$ cat config.mk
export PLATFORM = sky130hd
export DESIGN_NAME = multicycle_control_fsm
export DESIGN_NICKNAME = d
export VERILOG_FILES = /design/src/rtl/multicycle_control_fsm_pkg.sv /design/src/rtl/ctrl_alu_decode.sv /design/src/rtl/multicycle_control_fsm.sv
export SDC_FILE = /design/constraint.sdc
export NUM_CORES = 1
export LEC_CHECK = 0
export BUFFER_PORTS_ARGS = -buffer_cell sky130_fd_sc_hd__buf_2
export CAP_MARGIN = 20
export CORE_MARGIN = 4
export CORE_UTILIZATION = 53
export DETAILED_ROUTE_END_ITERATION = 7
export PLACE_DENSITY = 0.85
export RECOVER_POWER = 50
export SLEW_MARGIN = 20
export SYNTH_ARGS = -nofsm -noshare
export SYNTH_HDL_FRONTEND = slang
export SYNTH_SLANG_ARGS = --single-unit
$ cat constraint.sdc
create_clock -name Clock -period 5.15 [get_ports Clock]
set_input_delay 0.2575 -clock Clock [delete_from_list [all_inputs] [get_ports Clock]]
set_output_delay 0.2575 -clock Clock [all_outputs]
set_load 0.01 [all_outputs]
$ cat src/rtl/multicycle_control_fsm_pkg.sv
// Shared encodings for the multi-cycle controller: states, opcodes, ALU ops, PC sources
// and the bundled control-strobe record driven by the FSM.
package multicycle_control_fsm_pkg;

    typedef enum logic [3:0] {
        S_FETCH  = 4'd0,
        S_DECODE = 4'd1,
        S_EXEC   = 4'd2,
        S_MEMRD  = 4'd3,
        S_MEMWR  = 4'd4,
        S_WB_ACC = 4'd5,
        S_WB_MEM = 4'd6,
        S_STORE  = 4'd7,
        S_BRANCH = 4'd8,
        S_JUMP   = 4'd9,
        S_HALT   = 4'd10
    } state_t;

    localparam logic [3:0] OP_ADD  = 4'h0;
    localparam logic [3:0] OP_SUB  = 4'h1;
    localparam logic [3:0] OP_AND  = 4'h2;
    localparam logic [3:0] OP_OR   = 4'h3;
    localparam logic [3:0] OP_LW   = 4'h4;
    localparam logic [3:0] OP_ADDI = 4'h5;
    localparam logic [3:0] OP_ORI  = 4'h6;
    localparam logic [3:0] OP_ST   = 4'h7;
    localparam logic [3:0] OP_SW   = 4'h9;
    localparam logic [3:0] OP_LI   = 4'hA;
    localparam logic [3:0] OP_BEZ  = 4'hB;
    localparam logic [3:0] OP_J    = 4'hC;
    localparam logic [3:0] OP_HALT = 4'hF;

    localparam logic [2:0] ALU_ADD    = 3'd0;
    localparam logic [2:0] ALU_SUB    = 3'd1;
    localparam logic [2:0] ALU_AND    = 3'd2;
    localparam logic [2:0] ALU_OR     = 3'd3;
    localparam logic [2:0] ALU_PASS_A = 3'd4;
    localparam logic [2:0] ALU_PASS_B = 3'd5;

    localparam logic [1:0] PCSRC_INC = 2'd0;
    localparam logic [1:0] PCSRC_REL = 2'd1;
    localparam logic [1:0] PCSRC_ABS = 2'd2;

    typedef struct packed {
        logic       mem_read;
        logic       mem_write;
        logic       iord;
        logic       ir_write;
        logic       mdr_write;
        logic       pc_write;
        logic [1:0] pc_src;
        logic       a_write;
        logic       b_write;
        logic       a_sel;
        logic       b_sel;
        logic       itype_sel;
        logic [2:0] alu_op;
        logic       aluout_write;
        logic       acc_write;
        logic       acc_src;
        logic       reg_write;
        logic       iszero_write;
        logic       illegal;
    } ctrl_t;

    function automatic logic op_is_legal(input logic [3:0] op);
        return !((op == 4'h8) || (op == 4'hD) || (op == 4'hE));
    endfunction

endpackage

$ cat src/rtl/ctrl_alu_decode.sv
// Combinational opcode decode: ALU operation for EXEC and operand/immediate selects for DECODE.
module ctrl_alu_decode
    import multicycle_control_fsm_pkg::*;
(
    input  logic [3:0] i_opcode,
    output logic [2:0] o_alu_op,
    output logic       o_a_sel,
    output logic       o_b_sel,
    output logic       o_itype_sel,
    output logic       o_illegal
);

    always_comb begin
        o_alu_op    = ALU_ADD;
        o_a_sel     = (i_opcode != OP_LI);
        o_b_sel     = (i_opcode == OP_ADDI) || (i_opcode == OP_ORI);
        o_itype_sel = (i_opcode != OP_ORI);
        o_illegal   = !op_is_legal(i_opcode);
        // SW forwards ACC (A) as the store address; LW forwards R[rs] (B).
        case (i_opcode)
            OP_SUB:        o_alu_op = ALU_SUB;
            OP_AND:        o_alu_op = ALU_AND;
            OP_OR, OP_ORI: o_alu_op = ALU_OR;
            OP_LI, OP_SW:  o_alu_op = ALU_PASS_A;
            OP_LW:         o_alu_op = ALU_PASS_B;
            default:       o_alu_op = ALU_ADD;
        endcase
    end

endmodule

$ cat src/rtl/multicycle_control_fsm.sv
// Multi-cycle control unit: sequences fetch/decode/execute/memory/writeback and drives
// every datapath strobe; memory states are guarded by a wait-cycle timeout.
//
// state    | meaning
// FETCH    | read Mem[PC], load IR, PC <= PC+1
// DECODE   | load A/B, pick next phase by opcode
// EXEC     | ALU result into ALUOut
// MEMRD    | LW data read at ALUOut
// MEMWR    | SW data write at ALUOut
// WB_ACC   | ACC <= ALUOut
// WB_MEM   | ACC <= MDR
// STORE    | R[rs] <= ACC
// BRANCH   | conditional PC-relative branch on Zero_Flag
// JUMP     | PC <= {PC[15:12], imm12}
// HALT     | idle until reset
module multicycle_control_fsm
    import multicycle_control_fsm_pkg::*;
#(
    parameter int MEM_TIMEOUT = 255
) (
    input  logic        Clock,
    input  logic        Reset_n,
    input  logic [15:0] IR,
    input  logic        Zero_Flag,
    input  logic        Mem_Ready,
    output logic        MemRead,
    output logic        MemWrite,
    output logic        IorD,
    output logic        IR_Write,
    output logic        MDR_Write,
    output logic        PC_Write,
    output logic [1:0]  PCSrc,
    output logic        Awrite,
    output logic        Bwrite,
    output logic        Asel,
    output logic        Bsel,
    output logic        ITypeSel,
    output logic [2:0]  ALUOp,
    output logic        ALUOut_Write,
    output logic        ACC_Write,
    output logic        ACCSrc,
    output logic        reg_write,
    output logic        iszero_write,
    output logic        Illegal,
    output logic        Mem_Err,
    output logic        Halted,
    output logic [3:0]  State
);

    localparam int                CNT_W       = $clog2(MEM_TIMEOUT + 1);
    localparam logic [CNT_W-1:0]  TIMEOUT_CNT = CNT_W'(MEM_TIMEOUT);

    state_t           r_state;
    state_t           w_next_state;
    logic [CNT_W-1:0] r_wait_cnt;
    logic             r_mem_err;
    ctrl_t            w_ctrl;

    logic [3:0] w_opcode;
    logic [2:0] w_alu_op;
    logic       w_a_sel;
    logic       w_b_sel;
    logic       w_itype_sel;
    logic       w_illegal;
    logic       w_mem_state;
    logic       w_timeout;
    logic       w_unused_ir;

    assign w_opcode    = IR[15:12];
    assign w_unused_ir = ^IR[11:0];

    ctrl_alu_decode u_alu_decode (
        .i_opcode    (w_opcode),
        .o_alu_op    (w_alu_op),
        .o_a_sel     (w_a_sel),
        .o_b_sel     (w_b_sel),
        .o_itype_sel (w_itype_sel),
        .o_illegal   (w_illegal)
    );

    assign w_mem_state = (r_state == S_FETCH) || (r_state == S_MEMRD) || (r_state == S_MEMWR);
    assign w_timeout   = w_mem_state && (r_wait_cnt == TIMEOUT_CNT);

    always_ff @(posedge Clock) begin
        if (!Reset_n) begin
            r_state    <= S_FETCH;
            r_wait_cnt <= '0;
            r_mem_err  <= 1'b0;
        end else begin
            r_state <= w_next_state;
            if (w_timeout)
                r_mem_err <= 1'b1;
            // Any state change clears the count, so each memory state starts fresh.
            if (w_next_state != r_state)
                r_wait_cnt <= '0;
            else if (w_mem_state && !Mem_Ready)
                r_wait_cnt <= r_wait_cnt + CNT_W'(1);
        end
    end

    always_comb begin
        w_next_state = r_state;
        w_ctrl       = '0;
        case (r_state)
            S_FETCH: begin
                if (w_timeout) begin
                    w_next_state = S_HALT;
                end else begin
                    w_ctrl.mem_read = 1'b1;
                    if (Mem_Ready) begin
                        w_ctrl.ir_write = 1'b1;
                        w_ctrl.pc_write = 1'b1;
                        w_ctrl.pc_src   = PCSRC_INC;
                        w_next_state    = S_DECODE;
                    end
                end
            end
            S_DECODE: begin
                w_ctrl.a_write   = 1'b1;
                w_ctrl.b_write   = 1'b1;
                w_ctrl.a_sel     = w_a_sel;
                w_ctrl.b_sel     = w_b_sel;
                w_ctrl.itype_sel = w_itype_sel;
                w_ctrl.illegal   = w_illegal;
                case (w_opcode)
                    OP_ADD, OP_SUB, OP_AND, OP_OR, OP_ADDI, OP_ORI,
                    OP_LI, OP_LW, OP_SW: w_next_state = S_EXEC;
                    OP_ST:               w_next_state = S_STORE;
                    OP_BEZ:              w_next_state = S_BRANCH;
                    OP_J:                w_next_state = S_JUMP;
                    OP_HALT:             w_next_state = S_HALT;
                    default:             w_next_state = S_FETCH;
                endcase
            end
            S_EXEC: begin
                w_ctrl.aluout_write = 1'b1;
                w_ctrl.alu_op       = w_alu_op;
                if (w_opcode == OP_LW)
                    w_next_state = S_MEMRD;
                else if (w_opcode == OP_SW)
                    w_next_state = S_MEMWR;
                else
                    w_next_state = S_WB_ACC;
            end
            S_MEMRD: begin
                if (w_timeout) begin
                    w_next_state = S_HALT;
                end else begin
                    w_ctrl.mem_read  = 1'b1;
                    w_ctrl.iord      = 1'b1;
                    w_ctrl.mdr_write = Mem_Ready;
                    if (Mem_Ready)
                        w_next_state = S_WB_MEM;
                end
            end
            S_MEMWR: begin
                if (w_timeout) begin
                    w_next_state = S_HALT;
                end else begin
                    w_ctrl.mem_write = 1'b1;
                    w_ctrl.iord      = 1'b1;
                    if (Mem_Ready)
                        w_next_state = S_FETCH;
                end
            end
            S_WB_ACC, S_WB_MEM: begin
                w_ctrl.acc_write    = 1'b1;
                w_ctrl.iszero_write = 1'b1;
                w_ctrl.acc_src      = (r_state == S_WB_MEM);
                w_next_state        = S_FETCH;
            end
            S_STORE: begin
                w_ctrl.reg_write = 1'b1;
                w_next_state     = S_FETCH;
            end
            S_BRANCH: begin
                w_ctrl.pc_write = Zero_Flag;
                w_ctrl.pc_src   = PCSRC_REL;
                w_next_state    = S_FETCH;
            end
            S_JUMP: begin
                w_ctrl.pc_write = 1'b1;
                w_ctrl.pc_src   = PCSRC_ABS;
                w_next_state    = S_FETCH;
            end
            S_HALT:  w_next_state = S_HALT;
            default: w_next_state = S_FETCH;
        endcase
    end

    // Outputs are forced low for the whole reset cycle so an aborted instruction writes nothing.
    assign MemRead      = Reset_n & w_ctrl.mem_read;
    assign MemWrite     = Reset_n & w_ctrl.mem_write;
    assign IorD         = Reset_n & w_ctrl.iord;
    assign IR_Write     = Reset_n & w_ctrl.ir_write;
    assign MDR_Write    = Reset_n & w_ctrl.mdr_write;
    assign PC_Write     = Reset_n & w_ctrl.pc_write;
    assign PCSrc        = Reset_n ? w_ctrl.pc_src : 2'd0;
    assign Awrite       = Reset_n & w_ctrl.a_write;
    assign Bwrite       = Reset_n & w_ctrl.b_write;
    assign Asel         = Reset_n & w_ctrl.a_sel;
    assign Bsel         = Reset_n & w_ctrl.b_sel;
    assign ITypeSel     = Reset_n & w_ctrl.itype_sel;
    assign ALUOp        = Reset_n ? w_ctrl.alu_op : 3'd0;
    assign ALUOut_Write = Reset_n & w_ctrl.aluout_write;
    assign ACC_Write    = Reset_n & w_ctrl.acc_write;
    assign ACCSrc       = Reset_n & w_ctrl.acc_src;
    assign reg_write    = Reset_n & w_ctrl.reg_write;
    assign iszero_write = Reset_n & w_ctrl.iszero_write;
    assign Illegal      = Reset_n & w_ctrl.illegal;
    assign Mem_Err      = Reset_n & r_mem_err;
    assign Halted       = Reset_n & (r_state == S_HALT);
    assign State        = Reset_n ? 4'(r_state) : 4'd0;

endmodule
==> metrics, run 1 <==
status=finished, final reports clean; final worst path period share=59.8%; endpoints failing setup=0; share of the synthesized area in the top cell type=20.1%; Sink Count=13; post-synth top area cell=dfxtp_1; R2R depth=4; drt via density=5.91; post-synthesis register bit count=13; vias in the first global route=1161; hold_sp=Reset_n; Met1 Wirelength=1.32 mm; Crit Path Class=reg2out; met2 wire len=1.45 mm; fin. max-slew vios=0; Final Skew=0.00723 ns; clk root buf=clkbuf_4; syn_area_per_cell=7.95 um^2; Starting Density=57.0%; layout cells sized above 1=22.9%; FP Rows=17; drt first pass iters=5; PnR Total Power=0.000259 W; total number of vias=1300; DR WL/cell=13.8 um; Critical Path Start Type=flip-flop; routability congestion estimate from global placement=0.850; Max Clock Freq=325 MHz; RSZ-0062 raised after global routing=false; CP max stage delay=1.02 ns; Worst Hold End=r_state[0]; initial antenna violation count=0; Final Hold Vio Count=0; peak supply drop=0.163 mV; Clk pin slew, worst setup/hold paths=0.08 ns; FF-to-FF End=r_wait_cnt[2]; post_cts resized=0; post-synthesis async set-or-reset flop share=0%; IO buf count=35; H-tree depth=1; GRT Total Usage=18.7%; EDFF count, synth=0; CTS tree=done; WHS=0.350 ns; clk_lat worst skew=0.28 ns; Die Width=57.5 um; worst-path cell chain=nand3b_1, a2111oi_0, or3b_1, o22a_1, nor2_1, buf_2; Final HPWL DP=2.27 mm; Inserted Clock Buffers=3; register area share after synthesis=20.1%; Ys Warns=0; Min-Delay Path Depth=2; diodes inserted=0; Tmin final=3.08 ns; first-pass GRT wire length=5.04 mm; most numerous cell in the Yosys netlist=nand2_1; Hold Crit Class=in2reg; crit path capture type=output port; Largest delay share family, worst path=compound AO/OA/AOI/OAI gates; largest net degree at the start of global routing=17; drt total wl=3.03 mm; number of remaining DRC errors=0; 1st-iter DRT viols=71; Synth Flop Type=dfxtp_1; Post-Syn Area=1300 um^2; CP max stage cell=a2111oi_0; die height=57.5 um; Syn Inst Count=163; CP max FO=16; P per Cell Area=179 nW/um^2; Area contributors post-synth=dfxtp_1 20%, nand2_1 6.7%, nor3_2 5.4%, nor2_1 4.9%, ha_1 4.8%; number of distinct library cells after synthesis=49; max-cap viol count=0; number of cells on the critical path=6; reg2reg setup slack=2.55 ns; global route overflow=0; deepest clock path buffer count=2; crit path DAT=2.82 ns; syn_nets=188; leakage power=0.575 nW; Layout area overhead=12.1%; Slew @ Worst Pin=1.10 ns; DRT antenna net count=0; reg2reg start=r_state[1]; Final TNS setup=0 ns; Core Box Area=2280 um^2; uppermost routed layer=met4; die area=3300 um^2; relative slew slack=25.1%; Post-synth top cells=23 x nand2_1, 17 x nor2_1, 13 x dfxtp_1; nets=218; Post-CTS Setup Inserts=0; # hold bufs at CTS=0; Critical Path RT=4.89 ns; WL met3=214 um; Buf+Inv Stages, Crit Path=1; IO Count=48
## power breakdown
group / leakage, nW / switching (W) / internal (W)
sequential: 0.105 / 0.00000845 / 0.000103
combinational: 0.455 / 0.0000531 / 0.0000329
clock: 0.0150 / 0.0000317 / 0.0000300
total: 0.575 / 0.0000933 / 0.000166
## worst register-to-register path, cell delays in order, from the launching register on
cell and delay, ns:
dfxtp_1 0.64, nand3b_1 0.27, a2111oi_0 1.02, nand4b_2 0.47, nor3_2 0.08
## worst max path at each step
stage,start,to,slack (ns)
finish,r_state[1],PC_Write,2.07
global route,r_state[0],PC_Write,1.86
CTS,r_state[1],PC_Write,2.52
detailed placement,r_state[0],PC_Write,2.83
global placement,r_state[0],PC_Write,2.86
floorplan,r_state[1],ALUOp[0],3.27
## stage by stage
| step | setup WS, ns | area (um^2) | util [%] | cells |
|---|---|---|---|---|
| 2_1_floorplan | 3.27 | 1300 | - | 163 |
| 3_3_place_gp | 2.86 | 1450 | 63.6 | 216 |
| 3_5_place_dp | 2.83 | 1450 | 63.6 | 216 |
| 4_1_cts | 2.52 | 1470 | 64.7 | 220 |
| 5_1_grt | 1.86 | 1450 | 63.8 | 220 |
| 6_report | 2.07 | 1450 | 63.8 | 220 |
## kinds of logic (layout without fill, tap and decap cells)
kind of cell             count (synthesis)  count (layout)  share of synthesized area (%)
AO/OA/AOI/OAI                           33              33                           22.2
buffers and inverters                   19              48                           7.24
adder cells (fa/ha/maj)                  5               5                           4.83
XOR/XNOR                                 6               6                           4.05
multiplexers                             3               3                           3.28
AND/OR/NAND/NOR                         84              84                           38.3
flip-flops                              13              13                           20.1
## registers in the layout, indices dropped and copies added, names as in the netlist
name	flops
r_mem_err	1
r_wait_cnt	8
r_state	4
## layout by cell type, fill, tap and decap left out, types with 2 or more instances in the layout
master,netlist,final
a21oi_1,6,6
nor2_1,17,17
o21ai_0,4,4
mux2i_1,2,2
clkbuf_4,0,3
nand2_1,23,23
nand4_1,2,2
dfxtp_1,13,13
a211oi_2,2,2
clkbuf_1,1,12
nand3b_1,2,2
nor2b_1,2,2
inv_1,9,9
nor3_1,6,6
o21a_1,4,4
a21boi_0,3,3
nand3_1,3,3
xor2_1,3,3
nand2b_1,2,2
buf_2,6,24
or3_1,3,3
and2_1,5,2
ha_1,5,5
nor3_2,7,7
and2_0,0,3
xnor2_1,3,3
a2111oi_0,3,4
nor4b_1,3,3
## area by class of cell
| type | count | area, um^2 |
|---|---|---|
| multi-input cells | 131 | 936 |
| flip-flops and latches | 13 | 260 |
| repair buffers | 35 | 161 |
| well taps | 28 | 35.0 |
| fillers | 200 | 823 |
| clock buffers | 4 | 26.3 |
| inverters | 9 | 33.8 |
## per-layer routing
| layer | track usage [%] | vias to the layer above |
|---|---|---|
| li1 | - | 639 |
| met1 | 24.3 | 613 |
| met2 | 30.6 | 44 |
| met3 | 3.39 | 4 |
| met4 | 6.95 | 0 |
| met5 | 0 | - |
Note: power is estimated with default switching activity, not from simulation.
==> run 2, diff against run 1 <==
--- a/config.mk
+++ b/config.mk
@@ -8,9 +8,9 @@
 export BUFFER_PORTS_ARGS = -buffer_cell sky130_fd_sc_hd__buf_2
 export CAP_MARGIN = 20
 export CORE_MARGIN = 4
-export CORE_UTILIZATION = 53
+export CORE_UTILIZATION = 49
 export DETAILED_ROUTE_END_ITERATION = 7
-export PLACE_DENSITY = 0.85
+export PLACE_DENSITY = 0.79
 export RECOVER_POWER = 50
 export SLEW_MARGIN = 20
 export SYNTH_ARGS = -nofsm -noshare
==> constraint.sdc (replaced) <==
create_clock -name Clock -period 3.2 [get_ports Clock]
set_input_delay 0.16 -clock Clock [delete_from_list [all_inputs] [get_ports Clock]]
set_output_delay 0.16 -clock Clock [all_outputs]
set_load 0.01 [all_outputs]
==> metrics, run 2 (same netlist as run 1, synthesis figures left out) <==
Crit Path Class=reg2out (unchanged); Critical Path RT=3.04 ns (was 4.89 ns); 1st-iter DRT viols=68 (was 71); Starting Density=51.9% (was 57.0%); Die Width=59.4 um (was 57.5 um); diodes inserted=0 (unchanged); Final Skew=0.00291 ns (was 0.00723 ns); peak supply drop=0.282 mV (was 0.163 mV); final worst slack=0.527 ns (was 2.07 ns); IO buf count=35 (unchanged); Hold Crit Class=in2reg (unchanged); FP Rows=18 (was 17); Final HPWL DP=2.40 mm (was 2.27 mm); Layout area overhead=11.7% (was 12.1%); IO Count=48 (unchanged); post_cts resized=0 (unchanged); Tmin final=2.67 ns; layout cells sized above 1=21.9% (was 22.9%); nets=218 (unchanged); fin. max-slew vios=0 (unchanged); met2 wire len=1.59 mm (was 1.45 mm); WL met3=204 um (was 214 um); endpoints failing setup=0 (unchanged); relative slew slack=50.8% (was 25.1%); max FFs per register=8 (unchanged); Setup WS pre-CTS=0.957 ns (was 2.83 ns); GRT Total Usage=19.6% (was 18.7%); largest net degree at the start of global routing=17 (unchanged); P per Cell Area=291 nW/um^2 (was 179 nW/um^2); Critical Path Start Type=flip-flop (unchanged); max-cap viol count=0 (unchanged); CP max stage delay=0.64 ns (was 1.02 ns); # hold bufs at CTS=0 (unchanged); Max Clock Freq=374 MHz; global route overflow=0 (unchanged); drt first pass iters=4 (was 5); CP max FO=16 (unchanged); first-pass GRT wire length=5.43 mm (was 5.04 mm); Clk pin slew, worst setup/hold paths=0.08 ns (about the same); Final TNS setup=0 ns (unchanged); total number of vias=1302 (was 1300); leakage power=0.568 nW (was 0.575 nW); CTS tree=done (unchanged); crit path capture type=output port (unchanged); Met1 Wirelength=1.39 mm (was 1.32 mm); initial antenna violation count=0 (unchanged); die height=59.4 um (was 57.5 um); most frequent cells in the layout=23 x nand2_1, 23 x buf_2, 17 x nor2_1 (was 24 x buf_2, 23 x nand2_1, 17 x nor2_1); final worst path period share=83.5%; H-tree depth=1 (unchanged); clk root buf=clkbuf_4 (unchanged); drt via density=5.86 (was 5.91); RSZ-0062 raised after global routing=false (unchanged); drt total wl=3.24 mm (was 3.03 mm); filler cell count=256 (was 200); worst-path cell chain=or2_0, a2111oi_2, or3b_1, o22a_1, nor2_1, buf_2 (was nand3b_1, a2111oi_0, or3b_1, o22a_1, nor2_1, buf_2); Inserted Clock Buffers=3 (unchanged); DR WL/cell=14.6 um (was 13.8 um); DRT antenna net count=0 (unchanged); number of remaining DRC errors=0 (unchanged); Core Box Area=2500 um^2 (was 2280 um^2); crit path DAT=2.51 ns (was 2.82 ns); uppermost routed layer=met4 (unchanged); Sink Count=13 (unchanged); Largest delay share family, worst path=simple AND/OR/NAND/NOR gates (was compound AO/OA/AOI/OAI gates); Top reg by flops=r_wait_cnt (unchanged); Slew @ Worst Pin=0.728 ns (was 1.10 ns); vias in the first global route=1155 (was 1161); status=finished, final reports clean (unchanged); Largest regs=r_wait_cnt: 8 flops, r_state: 4 flops, r_mem_err: 1 flops (unchanged); Buf+Inv Stages, Crit Path=1 (unchanged); Post-CTS Setup Inserts=0 (unchanged); Final Hold Vio Count=0 (unchanged); CP max stage cell=dfxtp_1 (was a2111oi_0); die area=3530 um^2 (was 3300 um^2); clk_lat worst skew=0.28 ns (about the same); routability congestion estimate from global placement=0.827 (was 0.850); deepest clock path buffer count=2 (unchanged)
-- run 2: changes by cell type in the layout (fill, tap and decap cells not counted), sizes merged --
cell	before	now
buf	24	23
clkbuf	15	16
-- run 2: worst paths after layout --
path / from / end / slack, ns / cells past startpoint
hold reg to reg: r_mem_err / r_mem_err / 0.47 / 1
setup / recovery: r_state[0] / PC_Write / 0.53 / 6
setup reg to reg: r_state[0] / r_wait_cnt[3] / 0.78 / 5
hold / removal: Reset_n / r_state[3] / 0.23 / 2
-- run 2: layout make-up --
| cell class | instances | area, um^2 | area share, % |
|---|---|---|---|
| timing repair buffer | 35 | 160 | 11.1 |
| sequential | 13 | 260 | 18.0 |
| inverter | 9 | 33.8 | 2.33 |
| clock buffer | 4 | 26.3 | 1.82 |
| tap | 30 | 37.5 | 2.59 |
| multi-input combinational | 131 | 930 | 64.2 |
-- run 2: metrics by stage --
step           hold WS (ns)  area [um^2]  std cells  utilization (%)  total power (W)
3_3_place_gp          0.445         1450        218             58.0         0.000318
2_1_floorplan         0.432         1300        163                -         0.000290
5_1_grt               0.241         1450        222             57.9         0.000446
6_report              0.228         1450        222             57.9         0.000421
4_1_cts               0.223         1480        222             59.0         0.000425
3_5_place_dp          0.455         1450        218             58.0         0.000322
-- run 2: worst reg2reg max path, stage by stage, from the launching register on --
cell and delay (ns):
dfxtp_1 0.64, nor4b_1 0.65, nand2_1 0.17, o22ai_1 0.33, o2111ai_4 0.26, a211oi_2 0.28
-- run 2: power breakdown --
part	switching (W)	leakage, nW	internal [W]
logic	0.0000864	0.448	0.0000523
clock network	0.0000543	0.0150	0.0000484
registers	0.0000135	0.105	0.000166
total	0.000154	0.568	0.000267
-- run 2: layer usage --
metal	vias up	track usage [%]
met4	0	7.77
met5	-	0
met1	615	25.9
li1	638	-
met3	6	1.53
met2	43	32.8
==> run 3, diff against run 2 <==
--- a/config.mk
+++ b/config.mk
@@ -8,9 +8,9 @@
 export BUFFER_PORTS_ARGS = -buffer_cell sky130_fd_sc_hd__buf_2
 export CAP_MARGIN = 20
 export CORE_MARGIN = 4
-export CORE_UTILIZATION = 49
+export CORE_UTILIZATION = 44
 export DETAILED_ROUTE_END_ITERATION = 7
-export PLACE_DENSITY = 0.79
+export PLACE_DENSITY = 0.75
 export RECOVER_POWER = 50
 export SLEW_MARGIN = 20
 export SYNTH_ARGS = -nofsm -noshare
==> constraint.sdc (replaced) <==
create_clock -name Clock -period 2.25 [get_ports Clock]
set_input_delay 0.1125 -clock Clock [delete_from_list [all_inputs] [get_ports Clock]]
set_output_delay 0.1125 -clock Clock [all_outputs]
set_load 0.01 [all_outputs]
==> metrics, run 3 (same netlist as run 1, synthesis figures left out) <==
drt total wl=3.06 mm (was 3.24 mm); fin. max-slew vios=0 (unchanged); Clock Power Share=22.7% (was 24.4%); vias in the first global route=1135 (was 1155); clk root buf=clkbuf_4 (unchanged); status=finished, final reports clean (unchanged); reg2reg setup slack=0.23 ns (was 0.78 ns); Final Hold Vio Count=0 (unchanged); FP Rows=19 (was 18); Die Width=62.3 um (was 59.4 um); sequential share of power=42.2% (was 42.7%); max-cap viol count=0 (unchanged); IO Count=48 (unchanged); Largest regs=r_wait_cnt: 8 flops, r_state: 4 flops, r_mem_err: 1 flops (unchanged); combinational power share=35.1% (was 32.9%); # hold bufs at CTS=0 (unchanged); Tmin final=2.09 ns; uppermost routed layer=met4 (unchanged); crit path capture type=output port (unchanged); max FFs per register=8 (unchanged); Core Box Area=2780 um^2 (was 2500 um^2); diodes inserted=0 (unchanged); Seq. cell area=269 um^2 (was 260 um^2); drt first pass iters=4 (unchanged); DRT antenna net count=0 (unchanged); RSZ-0062 raised after global routing=false (unchanged); most common cell after layout, fill and taps aside=buf_2; Max Clock Freq=479 MHz; Top reg by flops=r_wait_cnt (unchanged); Psw=0.000211 W (was 0.000154 W); Sink Count=13 (unchanged); layout cells sized above 1=27.9% (was 21.9%); initial antenna violation count=0 (unchanged); Internal=0.000388 W (was 0.000267 W); endpoints failing setup=0 (unchanged); crit path DAT=1.97 ns (was 2.51 ns); Slew @ Worst Pin=0.477 ns (was 0.728 ns); Final Util=54.6% (was 57.9%); Critical Path RT=2.14 ns (was 3.04 ns); final worst path period share=92.7%; Final Skew=0.00221 ns (was 0.00291 ns); Non-Filler Instances=228 (was 222); drt via density=5.66 (was 5.86); CP max FO=12 (was 16); first-pass GRT wire length=5.25 mm (was 5.43 mm); Met1 Wirelength=1.39 mm (about the same); Clk pin slew, worst setup/hold paths=0.07 ns (was 0.08 ns); Layout area overhead=17.1% (was 11.7%); Inserted Clock Buffers=3 (unchanged); Post-CTS Setup Inserts=0 (unchanged); deepest clock path buffer count=2 (unchanged); Critical Path Start Type=flip-flop (unchanged); total number of vias=1290 (was 1302); most frequent cells in the layout=27 x buf_2, 23 x nand2_1, 17 x nor2_1 (was 23 x nand2_1, 23 x buf_2, 17 x nor2_1); Final TNS setup=0 ns (unchanged); CTS tree=done (unchanged); placed insts=224 (was 218); peak supply drop=0.496 mV (was 0.282 mV); die height=62.3 um (was 59.4 um); footprint of the multi-input gates=955 um^2 (was 930 um^2); GRT Total Usage=15.6% (was 19.6%); filler cell count=272 (was 256); P per Cell Area=394 nW/um^2 (was 291 nW/um^2); clk_lat worst skew=0.26 ns (was 0.28 ns); relative slew slack=68.1% (was 50.8%); Hold Crit Class=in2reg (unchanged); leakage power=0.611 nW (was 0.568 nW); global route overflow=0 (unchanged); Final HPWL DP=2.37 mm (was 2.40 mm); number of remaining DRC errors=0 (unchanged); largest net degree at the start of global routing=16 (was 17); H-tree depth=1 (unchanged); IO buf count=35 (unchanged); WL met3=176 um (was 204 um); 1st-iter DRT viols=144 (was 68); WHS=0.198 ns (was 0.228 ns); DR WL/cell=13.4 um (was 14.6 um); nets=223 (was 218); Crit Path Class=reg2out (unchanged); met2 wire len=1.45 mm (was 1.59 mm); die area=3880 um^2 (was 3530 um^2); Starting Density=46.6% (was 51.9%); switch share=35.2% (was 36.6%); routability congestion estimate from global placement=0.794 (was 0.827)
==> run 3: path summary, 6_finish.rpt <==
check / start / to / cells after the start
setup / recovery: r_state[0] / ALUOp[0] / 6
hold / removal: Reset_n / r_state[0] / 2
setup reg to reg: r_wait_cnt[0] / r_wait_cnt[3] / 6
hold reg to reg: r_mem_err / r_mem_err / 1
==> run 3: stage by stage <==
stage          power [W]  worst slack [ns]  area [um^2]
2_1_floorplan   0.000412             0.489         1300
3_3_place_gp    0.000463             0.228         1490
3_5_place_dp    0.000464             0.210         1490
4_1_cts         0.000605            0.0329         1520
5_1_grt         0.000644            0.0208         1520
6_report        0.000598             0.164         1520
==> run 3: timing repair <==
| item | in CTS | in global routing |
|---|---|---|
| setup endpoints to repair | 1 | 3 |
| gates cloned | 0 | 0 |
| gates resized for setup | 3 | 5 |
| pin swaps | 0 | 1 |
==> run 3: cell type report <==
class	instances	share of cell area, %
clock buffer	4	1.73
inverter	9	2.23
multi-input combinational	131	62.9
sequential	13	17.7
tap	31	2.56
timing repair buffer	40	12.9
==> run 3: critical path: stages, from the launching register on <==
cell and delay [ns]:
dfxtp_2 0.39, buf_4 0.17, nor4b_2 0.34, clkbuf_1 0.19
nand2_1 0.13, a2111oi_0 0.29, buf_2 0.20
==> run 3: power by group through the flow <==
stage                     clock network, W  registers (W)  logic, W
after floorplan                          0       0.000248  0.000164
after global placement                   0       0.000257  0.000206
after detailed placement                 0       0.000258  0.000206
after CTS                         0.000143       0.000253  0.000209
after global routing              0.000158       0.000255  0.000232
final                             0.000136       0.000253  0.000210
==> run 3: metal layers <==
metal  vias up  global-route usage (%)
met5         -                       0
met4         0                    3.71
met3         4                    3.06
met2        38                    25.6
met1       594                    20.9
li1        654                       -
